--- src/rtl/vga_pkg.sv ---
// Shared constants and state encoding for the video RAM fetch/arbitration slice.
package vga_pkg;

   localparam int H_ACTIVE = 640;                 // visible pixels per line (multiple of 8)
   localparam int V_ACTIVE = 480;                 // visible lines per frame
   localparam int WPL      = H_ACTIVE / 8;        // framebuffer words per line
   localparam int FB_WORDS = WPL * V_ACTIVE;      // total framebuffer words

   // Port-owner sequencing: one boot fetch, then CPU grants interleaved with display slots.
   typedef enum logic [1:0] {
      INIT,
      IDLE,
      CPU_BUSY
   } state_e;

endpackage

--- src/rtl/fb_addr_gen.sv ---
// Maps a (line, group) framebuffer coordinate to a word address. With advance_i set
// it returns the word that follows the coordinate in scan order, stepping to the next
// line after the last group and back to address 0 after the last line.
module fb_addr_gen #(
   parameter int H_ACTIVE = vga_pkg::H_ACTIVE,
   parameter int V_ACTIVE = vga_pkg::V_ACTIVE,
   parameter int ADDR_W   = 16
) (
   input  logic [9:0]        line_i,
   input  logic [6:0]        group_i,
   input  logic              advance_i,
   output logic [ADDR_W-1:0] addr_o
);

   localparam int WPL_L = H_ACTIVE / 8;

   logic [9:0]        line_sel;
   logic [6:0]        group_sel;
   logic [ADDR_W-1:0] line_w;

   // Select the coordinate to address, then form line*80 + group with two shifts.
   always_comb begin
      // NOTE: every variable gets a default first so no path leaves it unassigned (no latch).
      line_sel  = line_i;
      group_sel = group_i;
      if (advance_i) begin
         if (group_i == 7'(WPL_L - 1)) begin
            group_sel = 7'd0;
            line_sel  = (line_i == 10'(V_ACTIVE - 1)) ? 10'd0 : line_i + 10'd1;
         end else begin
            group_sel = group_i + 7'd1;
         end
      end
      line_w = ADDR_W'(line_sel);
      addr_o = (line_w << 6) + (line_w << 4) + ADDR_W'(group_sel);
   end

endmodule

--- src/rtl/vram_fetch_arbiter.sv ---
// Shares the single-port framebuffer RAM between the display prefetch (fixed slot 1 of
// every 8-pixel group) and a req/ack CPU port, and shifts fetched words out as 1-bpp pixels.
module vram_fetch_arbiter #(
   parameter int H_ACTIVE = vga_pkg::H_ACTIVE,
   parameter int V_ACTIVE = vga_pkg::V_ACTIVE,
   parameter int ADDR_W   = 16
) (
   input  logic              clk,
   input  logic              rst_n,
   input  logic              de,
   input  logic [9:0]        pixh,
   input  logic [9:0]        pixv,
   output logic              pix_out,
   input  logic              cpu_req,
   input  logic              cpu_we,
   input  logic [ADDR_W-1:0] cpu_addr,
   input  logic [7:0]        cpu_wdata,
   output logic              cpu_ack,
   output logic [7:0]        cpu_rdata,
   output logic              mem_en,
   output logic              mem_we,
   output logic [ADDR_W-1:0] mem_addr,
   output logic [7:0]        mem_wdata,
   input  logic [7:0]        mem_rdata
);

   localparam int WPL_L      = H_ACTIVE / 8;
   localparam int FB_WORDS_L = WPL_L * V_ACTIVE;

   vga_pkg::state_e   state_q;
   logic              ack_q;
   logic              busy_rd_q;
   logic              busy_oor_q;
   logic [7:0]        rdata_q;
   logic [7:0]        cur_word_q;
   logic [7:0]        next_word_q;
   logic              disp_pend_q;
   logic              pix_q;

   logic [2:0]        slot;
   logic [6:0]        group;
   logic              disp_claim;
   logic              cpu_in_range;
   logic              grant;
   logic [ADDR_W-1:0] fetch_addr;

   assign slot         = pixh[2:0];
   assign group        = pixh[9:3];
   assign disp_claim   = de && (slot == 3'd1);
   assign cpu_in_range = (32'(cpu_addr) < 32'(FB_WORDS_L));
   // A held request is only granted from IDLE, so the CPU_BUSY cycle can never re-serve it.
   assign grant        = (state_q == vga_pkg::IDLE) && cpu_req && !disp_claim;

   // Address of the word needed for the next group (next line / frame wrap included).
   fb_addr_gen #(
      .H_ACTIVE (H_ACTIVE),
      .V_ACTIVE (V_ACTIVE),
      .ADDR_W   (ADDR_W)
   ) u_fb_addr_gen (
      .line_i    (pixv),
      .group_i   (group),
      .advance_i (1'b1),
      .addr_o    (fetch_addr)
   );

   // RAM port mux: display claim beats the boot fetch, which beats a CPU grant; quiet otherwise.
   always_comb begin
      mem_en    = 1'b0;
      mem_we    = 1'b0;
      mem_addr  = '0;
      mem_wdata = '0;
      if (rst_n) begin
         if (disp_claim) begin
            mem_en   = 1'b1;
            mem_addr = fetch_addr;
         end else if (state_q == vga_pkg::INIT) begin
            mem_en = 1'b1;
         end else if (grant && cpu_in_range) begin
            mem_en    = 1'b1;
            mem_we    = cpu_we;
            mem_addr  = cpu_addr;
            mem_wdata = cpu_wdata;
         end
      end
   end

   // CPU side FSM: boot fetch, grant in a free cycle, ack and capture read data one cycle later.
   always_ff @(posedge clk or negedge rst_n) begin
      if (!rst_n) begin
         state_q    <= vga_pkg::INIT;
         ack_q      <= 1'b0;
         busy_rd_q  <= 1'b0;
         busy_oor_q <= 1'b0;
         rdata_q    <= '0;
      end else begin
         // NOTE: sequential state uses non-blocking assignments so every register samples pre-edge values.
         ack_q <= 1'b0;
         unique case (state_q)
            vga_pkg::INIT: begin
               state_q <= vga_pkg::IDLE;
            end
            vga_pkg::IDLE: begin
               if (grant) begin
                  state_q    <= vga_pkg::CPU_BUSY;
                  ack_q      <= 1'b1;
                  busy_rd_q  <= !cpu_we;
                  busy_oor_q <= !cpu_in_range;
               end
            end
            vga_pkg::CPU_BUSY: begin
               state_q <= vga_pkg::IDLE;
               if (busy_rd_q) begin
                  rdata_q <= busy_oor_q ? 8'h00 : mem_rdata;
               end
            end
            default: begin
               state_q <= vga_pkg::INIT;
            end
         endcase
      end
   end

   // Read data is presented during the ack cycle straight from the RAM, then held from rdata_q.
   always_comb begin
      cpu_rdata = rdata_q;
      if ((state_q == vga_pkg::CPU_BUSY) && busy_rd_q) begin
         cpu_rdata = busy_oor_q ? 8'h00 : mem_rdata;
      end
   end

   assign cpu_ack = ack_q;

   // Display path: land prefetched words in next_word, swap at slot 0, shift MSB-first.
   always_ff @(posedge clk or negedge rst_n) begin
      if (!rst_n) begin
         disp_pend_q <= 1'b0;
         next_word_q <= '0;
         cur_word_q  <= '0;
         pix_q       <= 1'b0;
      end else begin
         disp_pend_q <= disp_claim || (state_q == vga_pkg::INIT);
         if (disp_pend_q) begin
            next_word_q <= mem_rdata;
         end
         if (de) begin
            if (slot == 3'd0) begin
               cur_word_q <= next_word_q;
               pix_q      <= next_word_q[7];
            end else begin
               pix_q <= cur_word_q[3'd7 - slot];
            end
         end else begin
            pix_q <= 1'b0;
         end
      end
   end

   assign pix_out = pix_q;

endmodule

--- config.mk ---
export PLATFORM = sky130hd
export DESIGN_NAME = vram_fetch_arbiter
export DESIGN_NICKNAME = d
export VERILOG_FILES = /design/src/rtl/vga_pkg.sv /design/src/rtl/fb_addr_gen.sv /design/src/rtl/vram_fetch_arbiter.sv
export SDC_FILE = /design/constraint.sdc
export NUM_CORES = 1
export LEC_CHECK = 0
export CAP_MARGIN = 15
export CORE_MARGIN = 3
export CORE_UTILIZATION = 41
export DETAILED_ROUTE_END_ITERATION = 8
export GPL_ROUTABILITY_DRIVEN = 0
export PLACE_DENSITY = 0.89
export SETUP_SLACK_MARGIN = 0.02
export SYNTH_ARGS = -nofsm -noshare
export SYNTH_HDL_FRONTEND = slang
export SYNTH_HIERARCHICAL = 1
export SYNTH_SLANG_ARGS = --single-unit
--- constraint.sdc ---
create_clock -name clk -period 4.35 [get_ports clk]
set_input_delay 0.6525 -clock clk [delete_from_list [all_inputs] [get_ports clk]]
set_output_delay 0.6525 -clock clk [all_outputs]
set_load 0.03 [all_outputs]
# --- Yosys cells after proc, flatten, opt, wreduce, memory -nomap -nowiden ---
# Cells that the tools add are included.
totals:
  out_inout_bits: 36
  word_cells: 66
  register_bits: 31
  in_bits: 57
classes:
  addsub: 5
  muxes: 29
  n_eq_ne: 6
  n_reduce_logical: 15
  order_cmp: 2
ops:
  columns: ["cell", "n"]
  rows:
  - ["16-bit two-way mux", 4]
  - ["8-bit two-way mux", 6]
  - ["10-bit two-way mux", 2]
  - ["16-bit by 14-bit adder with 16-bit output", 1]
  - ["16-bit by 7-bit adder with 16-bit output", 1]
  - ["16-bit less-than comparator, second input constant", 1]
  - ["1-bit two-way mux", 13]
  - ["10-bit by 1-bit adder with 10-bit output, second input constant", 1]
  - ["10-bit by 9-bit equality test with 1-bit output, second input constant", 1]
  - ["7-bit by 1-bit adder with 7-bit output, second input constant", 1]
  - ["7-bit equality test, second input constant", 1]
  - ["7-bit two-way mux", 1]
  - ["2-bit AND reduction", 3]
  - ["1-bit logical AND", 5]
  - ["3-bit by 4-bit less-than comparator with 1-bit output, second input constant", 1]
  - ["2-bit one-hot mux with 2 select lines", 1]
  - ["1-bit binary-select mux with 3-bit select", 1]
  - ["3-bit by 1-bit equality test with 1-bit output, second input constant", 1]
  - ["1-bit zero test", 3]
  - ["3-bit zero test", 1]
  - ["3-bit subtractor, first input constant", 1]
  - ["2-bit by 1-bit equality test with 1-bit output, second input constant", 1]
  - ["2-bit equality test, second input constant", 1]
  - ["2-bit zero test", 1]
  - ["other kinds (4)", 4]

# --- Longest topological paths before layout ---
# Gate-level depths: netlist (run 1).
logic_depth:
  word_depth: 9
  depth_mapped: 17
  mapped_depth_nobuf: 16

# --- By module ---
# The synthesis (run 1) kept the hierarchy.
by_module_without_submodules:
  columns: ["mod", "n_inst", "seq_area_each_um2", "area_each_um2", "cells_each"]
  rows:
  - ["vram_fetch_arbiter", 1, 750.7, 1537.7, 133]
  - ["fb_addr_gen", 1, 0.0, 1014.7, 134]

# --- Worst setup path after synthesis (run 1) ---
# No wires, ideal clock.
synth_path:
  path_kind: "input port to output port"
  startpoint: "in pixh[3]"
  endpoint: "out mem_addr[13]"
  setup_slack_ns: -0.351
  arrival_ns: 4.049
  required_time_ns: 3.697
  n_path_buf: 0
  cell_stages: 15
  cell_sequence: "ha_1 nand4_4 nor3_4 nand2_1 xnor2_1 inv_1 fa_1 inv_1 fa_1 a211oi_1 nor2_1 o41ai_1 xnor2_1 a22oi_1 nor2_1"
synth_between:
  elab_chain_cells: 6
synth_lines:
  columns: ["element", "line_no", "rtl"]
  rows:
  - ["start, declared", "vram_fetch_arbiter.sv:11", "input logic [9:0] pixh,"]
  - ["7-bit equality test", "fb_addr_gen.sv:27", "if (group_i == 7'(WPL_L - 1)) begin"]
  - ["10-bit two-way mux", "fb_addr_gen.sv:27", null]
  - ["16-bit by 14-bit adder with 16-bit output", "fb_addr_gen.sv:35", "addr_o = (line_w << 6) + (line_w << 4) + ADDR_W'(group_sel);"]
  - ["16-bit by 7-bit adder with 16-bit output (*)", "fb_addr_gen.sv:35", null]
  - ["via fetch_addr[13]", "vram_fetch_arbiter.sv:45", "logic [ADDR_W-1:0] fetch_addr;"]
  - ["16-bit two-way mux (*)", "vram_fetch_arbiter.sv:73", "if (disp_claim) begin"]
  - ["16-bit two-way mux (*)", "vram_fetch_arbiter.sv:72", "if (rst_n) begin"]
  - ["end, declared", "vram_fetch_arbiter.sv:22", "output logic [ADDR_W-1:0] mem_addr,"]
# Mark *: on every way through the listed nets, which the timed path passes. The rest lies on a longest branch.

# --- Worst setup path after layout (run 1) ---
layout_path:
  startpoint: "in pixh[3]"
  endpoint: "out mem_addr[15]"
# Same word-level chain as after synthesis.

==> results.cfg, run 1 <==
[finish]
drive_gt1_frac = 0.453
fillerInstances = 399
final_common_cell = buf_4
area_growth_pct = 73.4
diodes = 0
most-common-layout-cells = 91 x buf_4, 50 x clkdlybuf4s50_1, 30 x dfrtp_1
layout.nets = 516
final_cells = 512

[setup_path]
endpoint_kind = output pin
r2r_slack_ps = 2980
worst_path_largest_cell_delay_ps = 400
critPathTopFamily = adder cells
crit_chain = buf_8 -> ha_4 -> nand4_4 -> buf_4 -> or3_4 -> nand2_1 -> o21ai_2 -> ha_1 -> ha_4 -> fa_2 -> a211oi_2 -> nor2_2 -> o41ai_2 -> o21ai_1 -> xor2_1 -> a22o_2 -> buf_6
cp_num_cells = 17
startpoint = pixh[3]
reg2reg_to = pix_out$_DFF_PN0_
r2r_start = cur_word_q[4]$_DFFE_PN0P_
startpoint_type = input pin
cpMostUsedCell = ha_4
cp_max_fo = 4
required_ps = 3700
cp_slowest_cell = fa_2
arrival_ps = 4010
r2r_cells = 3
crit_buf_inv = 3
critPathCapture = mem_addr[15]
crit_type = input pin to output pin

[drt]
drt-initial-drc-count = 139
wirelength_um = 8860
remaining_drc_errors = 0
wl_per_cell_um = 17.3
vias_per_cell = 5.46
firstDrtPassIters = 4
antenna_left = 0
num_vias = 2793

[timing]
max_freq_mhz = 215
slew-limit-headroom = 0.306
min_period_ps = 4660
final_hold_viol_count = 0
setup_ws_ps = -309
rsz0062_at_grt = true
skew_ps = 4.94
setup_viol = 6
worst_pin_slew_ps = 1030
finalCritPeriodShare = 1.07
drv_slew = 0

[clocking]
cts.sinks = 30
clockBufferDepth = 2
clk_latency_ps = 280
hold_buffers = 0
cts_tree = done
cts-buffers-inserted = 5
clkTransAtPathRegs_ps = 60
root_buffer = clkbuf_8
htree_num_levels = 2

[floorplanning]
die_w_um = 84.9
core_um2 = 5990
rows = 28
start_util = 0.426
die_height_um = 84.9
die_area_um2 = 7210
ios = 93

[synth]
syn_inst = 267
synth_top_cells_by_area = dfrtp_1 29%, ha_1 10%, mux2_2 7.1%, a22o_2 5.5%, nand2b_1 3.7%
synth_area_um2 = 2550
synth.top_cell.area_share = 0.294
yosysSeqAreaShare = 0.294
yosys_most_used_dff = dfrtp_1
yosysWarnings = 6
synth_area_per_cell_um2 = 9.56
synth-seq-cells = 30
synthArstFlopShare = 1.00
synth_cell_types = 52
synth_edf_count = 0
synth_area_leader_cell = dfrtp_1

[power]
leakagePower_nw = 2.02
power_mw = 1.51
vdd_drop_max_v = 0.000349
p_per_area_nw_per_um2 = 340

[placement]
dp.cells = 485
port-buffer-count = 92
dpl.hpwl_um = 6090

[min_path]
worstHoldStart = state_q[0]$_DFFE_PN0P_
hold_class = flip-flop to flip-flop

[global_routing]
overflow = 0
grt_usage = 0.234
grt_pass1_wl_um = 13600
grt_antenna_before_repair = 0
grt_pass1_vias = 2961
grt_max_degree = 33

[flow_run]
cap_violations = 0

[run_status]
outcome = finished with violations
violations = negative setup slack
==> layout make-up <==
type                    instances  area, um2  area share
flip-flops and latches         30        751       0.170
repair buffers                167       1430       0.324
multi-input cells             225       2010       0.455
inverters                       7       26.3     0.00594
clock buffers                   5       68.8      0.0155
well taps                      75       93.8      0.0212
clock inverters                 3       40.0     0.00904
==> state kept, by name, indices dropped and copies added (netlist names) <==
register,count
next_word_q,8
rdata_q,8
cur_word_q,7
state_q,2
busy_oor_q,1
busy_rd_q,1
cpu_ack,1
disp_pend_q,1
pix_out,1
==> cell families after synthesis <==
group | Yosys count | synth area share
AOI/OAI and AO/OA | 74 | 0.198
xor gates and xnor gates | 14 | 0.0510
adders and majority gates | 23 | 0.119
buffers and inverters | 16 | 0.0348
DFF | 30 | 0.294
muxes | 19 | 0.0892
other | 1 | 0.00147
and+or+nand+nor | 90 | 0.213
==> timing repair <==
item / 4_1_cts / 5_1_grt
gates cloned: 0 / 0
endpoints found under the setup margin: 9 / 7
resized for setup: 82 / 27
pin swaps: 35 / 32
setup buffers: 13 / 8
==> how the worst min path moves through the flow <==
stage	slack, ps	endpoint	cells past startpoint
global route	520	state_q[0]$_DFFE_PN0P_	1
floorplan	360	busy_oor_q$_DFFE_PN0P_	0
CTS	500	state_q[0]$_DFFE_PN0P_	1
global placement	470	rdata_q[6]$_DFFE_PN0P_	2
finish	500	state_q[0]$_DFFE_PN0P_	1
detailed placement	490	state_q[0]$_DFFE_PN0P_	1
==> worst register-to-register path, delay by kind of cell, from the launching register on <==
kind | cells | cell delay [ps]
DFF | 1 | 370
AOI/OAI and AO/OA | 1 | 250
muxes | 1 | 490
and+or+nand+nor | 1 | 160
==> power by group <==
part / total (mW) / internal, mW / switching, mW
Combinational: 0.761 / 0.387 / 0.374
Clock: 0.267 / 0.168 / 0.0989
Sequential: 0.477 / 0.405 / 0.0724
Total: 1.51 / 0.960 / 0.545
==> metal layers <==
layer,routed length (um),track usage
met2,4620,0.441
met5,0,0
met3,496,0.0320
met4,399,0.112
met1,3340,0.257
==> cells in the mapped netlist, types with 2 or more instances <==
master	n
a211oi_1	4
a21o_1	4
a21oi_1	11
a22o_2	14
a22oi_1	2
a31oi_1	2
and2_1	9
buf_2	2
buf_6	3
clkbuf_1	3
dfrtp_1	30
fa_1	2
ha_1	21
inv_1	7
mux2_2	16
nand2_1	24
nand2b_1	15
nand3_1	3
nand3b_1	2
nand4_1	4
nor2_1	17
nor3_1	2
nor3b_1	2
nor4_2	2
o21a_1	3
o21ai_0	18
o21ai_1	7
o21bai_1	2
o31ai_1	2
xnor2_1	9
xor2_1	4
==> metrics by stage <==
step	TNS, ps	setup WS [ps]	cell area, um2	hold slack, ps	util
5_1_grt	-1910	-426	4430	522	0.739
6_report	-1260	-309	4430	497	0.739
3_3_place_gp	-3940	-647	3930	472	0.655
3_5_place_dp	-4620	-755	3930	488	0.655
2_1_floorplan	0	29.0	2610	357	-
4_1_cts	-387	-136	4290	498	0.717
Note: power is estimated with default switching activity, not from simulation.
==> run 2, diff against run 1 <==
--- a/config.mk
+++ b/config.mk
@@ -8,6 +8,7 @@
 export CAP_MARGIN = 15
 export CORE_MARGIN = 3
 export CORE_UTILIZATION = 41
+export CTS_CLUSTER_DIAMETER = 30
 export DETAILED_ROUTE_END_ITERATION = 8
 export GPL_ROUTABILITY_DRIVEN = 0
 export PLACE_DENSITY = 0.89
==> results of run 2 <==
Final layout, timing and power as in run 1 (identical DEF).
==> run 3, diff against run 2 <==
--- a/config.mk
+++ b/config.mk
@@ -7,11 +7,13 @@
 export LEC_CHECK = 0
 export CAP_MARGIN = 15
 export CORE_MARGIN = 3
-export CORE_UTILIZATION = 41
+export CORE_UTILIZATION = 42
+export CTS_BUF_LIST = sky130_fd_sc_hd__clkbuf_8
 export CTS_CLUSTER_DIAMETER = 30
 export DETAILED_ROUTE_END_ITERATION = 8
 export GPL_ROUTABILITY_DRIVEN = 0
-export PLACE_DENSITY = 0.89
+export GPL_TIMING_DRIVEN = 0
+export PLACE_DENSITY = 0.91
 export SETUP_SLACK_MARGIN = 0.02
 export SYNTH_ARGS = -nofsm -noshare
 export SYNTH_HDL_FRONTEND = slang
==> results.cfg, run 3 (synthesis gave the netlist of run 1 again) <==
[timing]
setup_tns_ps = -1180
min_period_ps = 4660
max_freq_mhz = 214
worst_pin_slew_ps = 819
final_hold_viol_count = 0
setup_viol = 6
drv_slew = 0
slew-limit-headroom = 0.453
setup_ws_ps = -312
finalCritPeriodShare = 1.07
skew_ps = 4.58
rsz0062_at_grt = true

[run_status]
violations = negative setup slack
outcome = finished with violations

[clocking]
clkTransAtPathRegs_ps = 60
cts-buffers-inserted = 5
clockBufferDepth = 2
clk_latency_ps = 270
htree_num_levels = 2
root_buffer = clkbuf_8
cts.sinks = 30
cts_tree = done

[floorplanning]
core_um2 = 5680
rows = 27
die_height_um = 84.0
die_area_um2 = 7050
start_util = 0.450
ios = 93
die_w_um = 84.0

[setup_path]
worst_path_largest_cell_delay_ps = 520
cp_slowest_cell = fa_1
crit_buf_inv = 6
cp_num_cells = 19
crit_type = input pin to output pin
startpoint = pixh[4]
r2r_start = state_q[0]$_DFFE_PN0P_
startpoint_type = input pin
arrival_ps = 4010
cpMostUsedCell = buf_4
required_ps = 3700
critPathTopFamily = adder cells
cp_max_fo = 4
r2r_cells = 3
crit_chain = buf_8 -> ha_4 -> nand4_4 -> nor3_4 -> buf_4 -> nand2_4 -> xnor2_2 -> inv_1 -> fa_1 -> inv_2 -> fa_2 -> a211oi_2 -> nor2_2 -> o41ai_2 -> buf_4 -> o21ai_2 -> xor2_1 -> a22o_2 -> buf_6
endpoint_kind = output pin

[finish]
final_util = 0.717
fillerInstances = 434
layout.nets = 474
diodes = 0
multi_input_area_um2 = 1960
drive_gt1_frac = 0.333
area_growth_pct = 59.4
most-common-layout-cells = 65 x clkdlybuf4s50_1, 30 x dfrtp_1, 25 x buf_4
seq_area_um2 = 751
design_area_um2 = 4070
largestRegisters = next_word_q x8, rdata_q x8, cur_word_q x7
final_common_cell = clkdlybuf4s50_1

[flow_run]
cap_violations = 0

[global_routing]
grt_pass1_vias = 2765
grt_usage = 0.221
grt_pass1_wl_um = 12700
grt_max_degree = 18
grt_antenna_before_repair = 0
overflow = 0

[drt]
antenna_left = 0
vias_per_cell = 5.71
wirelength_um = 8190
wl_per_cell_um = 17.6
firstDrtPassIters = 4
remaining_drc_errors = 0
num_vias = 2653
drt-initial-drc-count = 72

[placement]
dpl-instance-area_um2 = 3640
dpl.hpwl_um = 5700
pre_cts_ws_ps = -1440
port-buffer-count = 91

[power]
power_mw = 1.39
p_per_area_nw_per_um2 = 342
leakagePower_nw = 1.75
vdd_drop_max_v = 0.000316

[min_path]
hold_class = input pin to asynchronous set/reset pin
run 3: cell count changes in the layout (fill, tap and decap cells not counted), sizes merged:
| cell | change |
|---|---|
| buf | -61 |
| clkdlybuf4s15 | +3 |
| dlygate4sd2 | -5 |
| clkbuf | +6 |
| bufinv | -1 |
| clkdlybuf4s50 | +15 |
| dlymetal6s2s | +1 |
| clkinv | -2 |
run 3: through the flow:
stage	hold WS, ps	instances
floorplan	357	271
global placement	479	434
detailed placement	491	435
CTS	503	462
global route	510	465
finish	462	465
run 3: worst paths after layout:
kind,slack [ps],endpoint
max reg2reg,2970,rdata_q[5]$_DFFE_PN0P_
max in group asynchronous,3330,cur_word_q[5]$_DFFE_PN0P_
min,460,rdata_q[7]$_DFFE_PN0P_
min reg2reg,500,cur_word_q[4]$_DFFE_PN0P_
min in group clk,500,cur_word_q[4]$_DFFE_PN0P_
max,-310,mem_addr[15]
run 3: repair_timing:
action | 4_1_cts | 5_1_grt
setup endpoints to repair | 11 | 23
hold buffers | 0 | 0
buffers inserted | 21 | 3
pin swaps | 28 | 15
gates resized for setup | 121 | 26
run 3: worst register-to-register path, stage by stage (launching register included):
cell and delay [ps]:
dfrtp_1 410, nand3b_1 270, clkbuf_1 270, o21ai_0 310
run 3: power by group:
part           internal [mW]  total (mW)  switching (mW)
Sequential             0.405       0.469          0.0642
Clock                  0.121       0.210          0.0885
Combinational          0.350       0.713           0.363
Total                  0.877        1.39           0.515
run 3: area by class of cell:
cell class,count,share of cell area
plain buffers,9,0.0169
clock buffers,6,0.0203
inverters,7,0.00646
multi-input cells,225,0.481
flip-flops and latches,30,0.185
well taps,72,0.0221
repair buffers,116,0.269
run 3: layer usage:
metal | track usage | part of all wire
met5 | 0 | 0
met4 | 0.0936 | 0.038
met3 | 0.0405 | 0.047
met2 | 0.433 | 0.56
met1 | 0.224 | 0.36
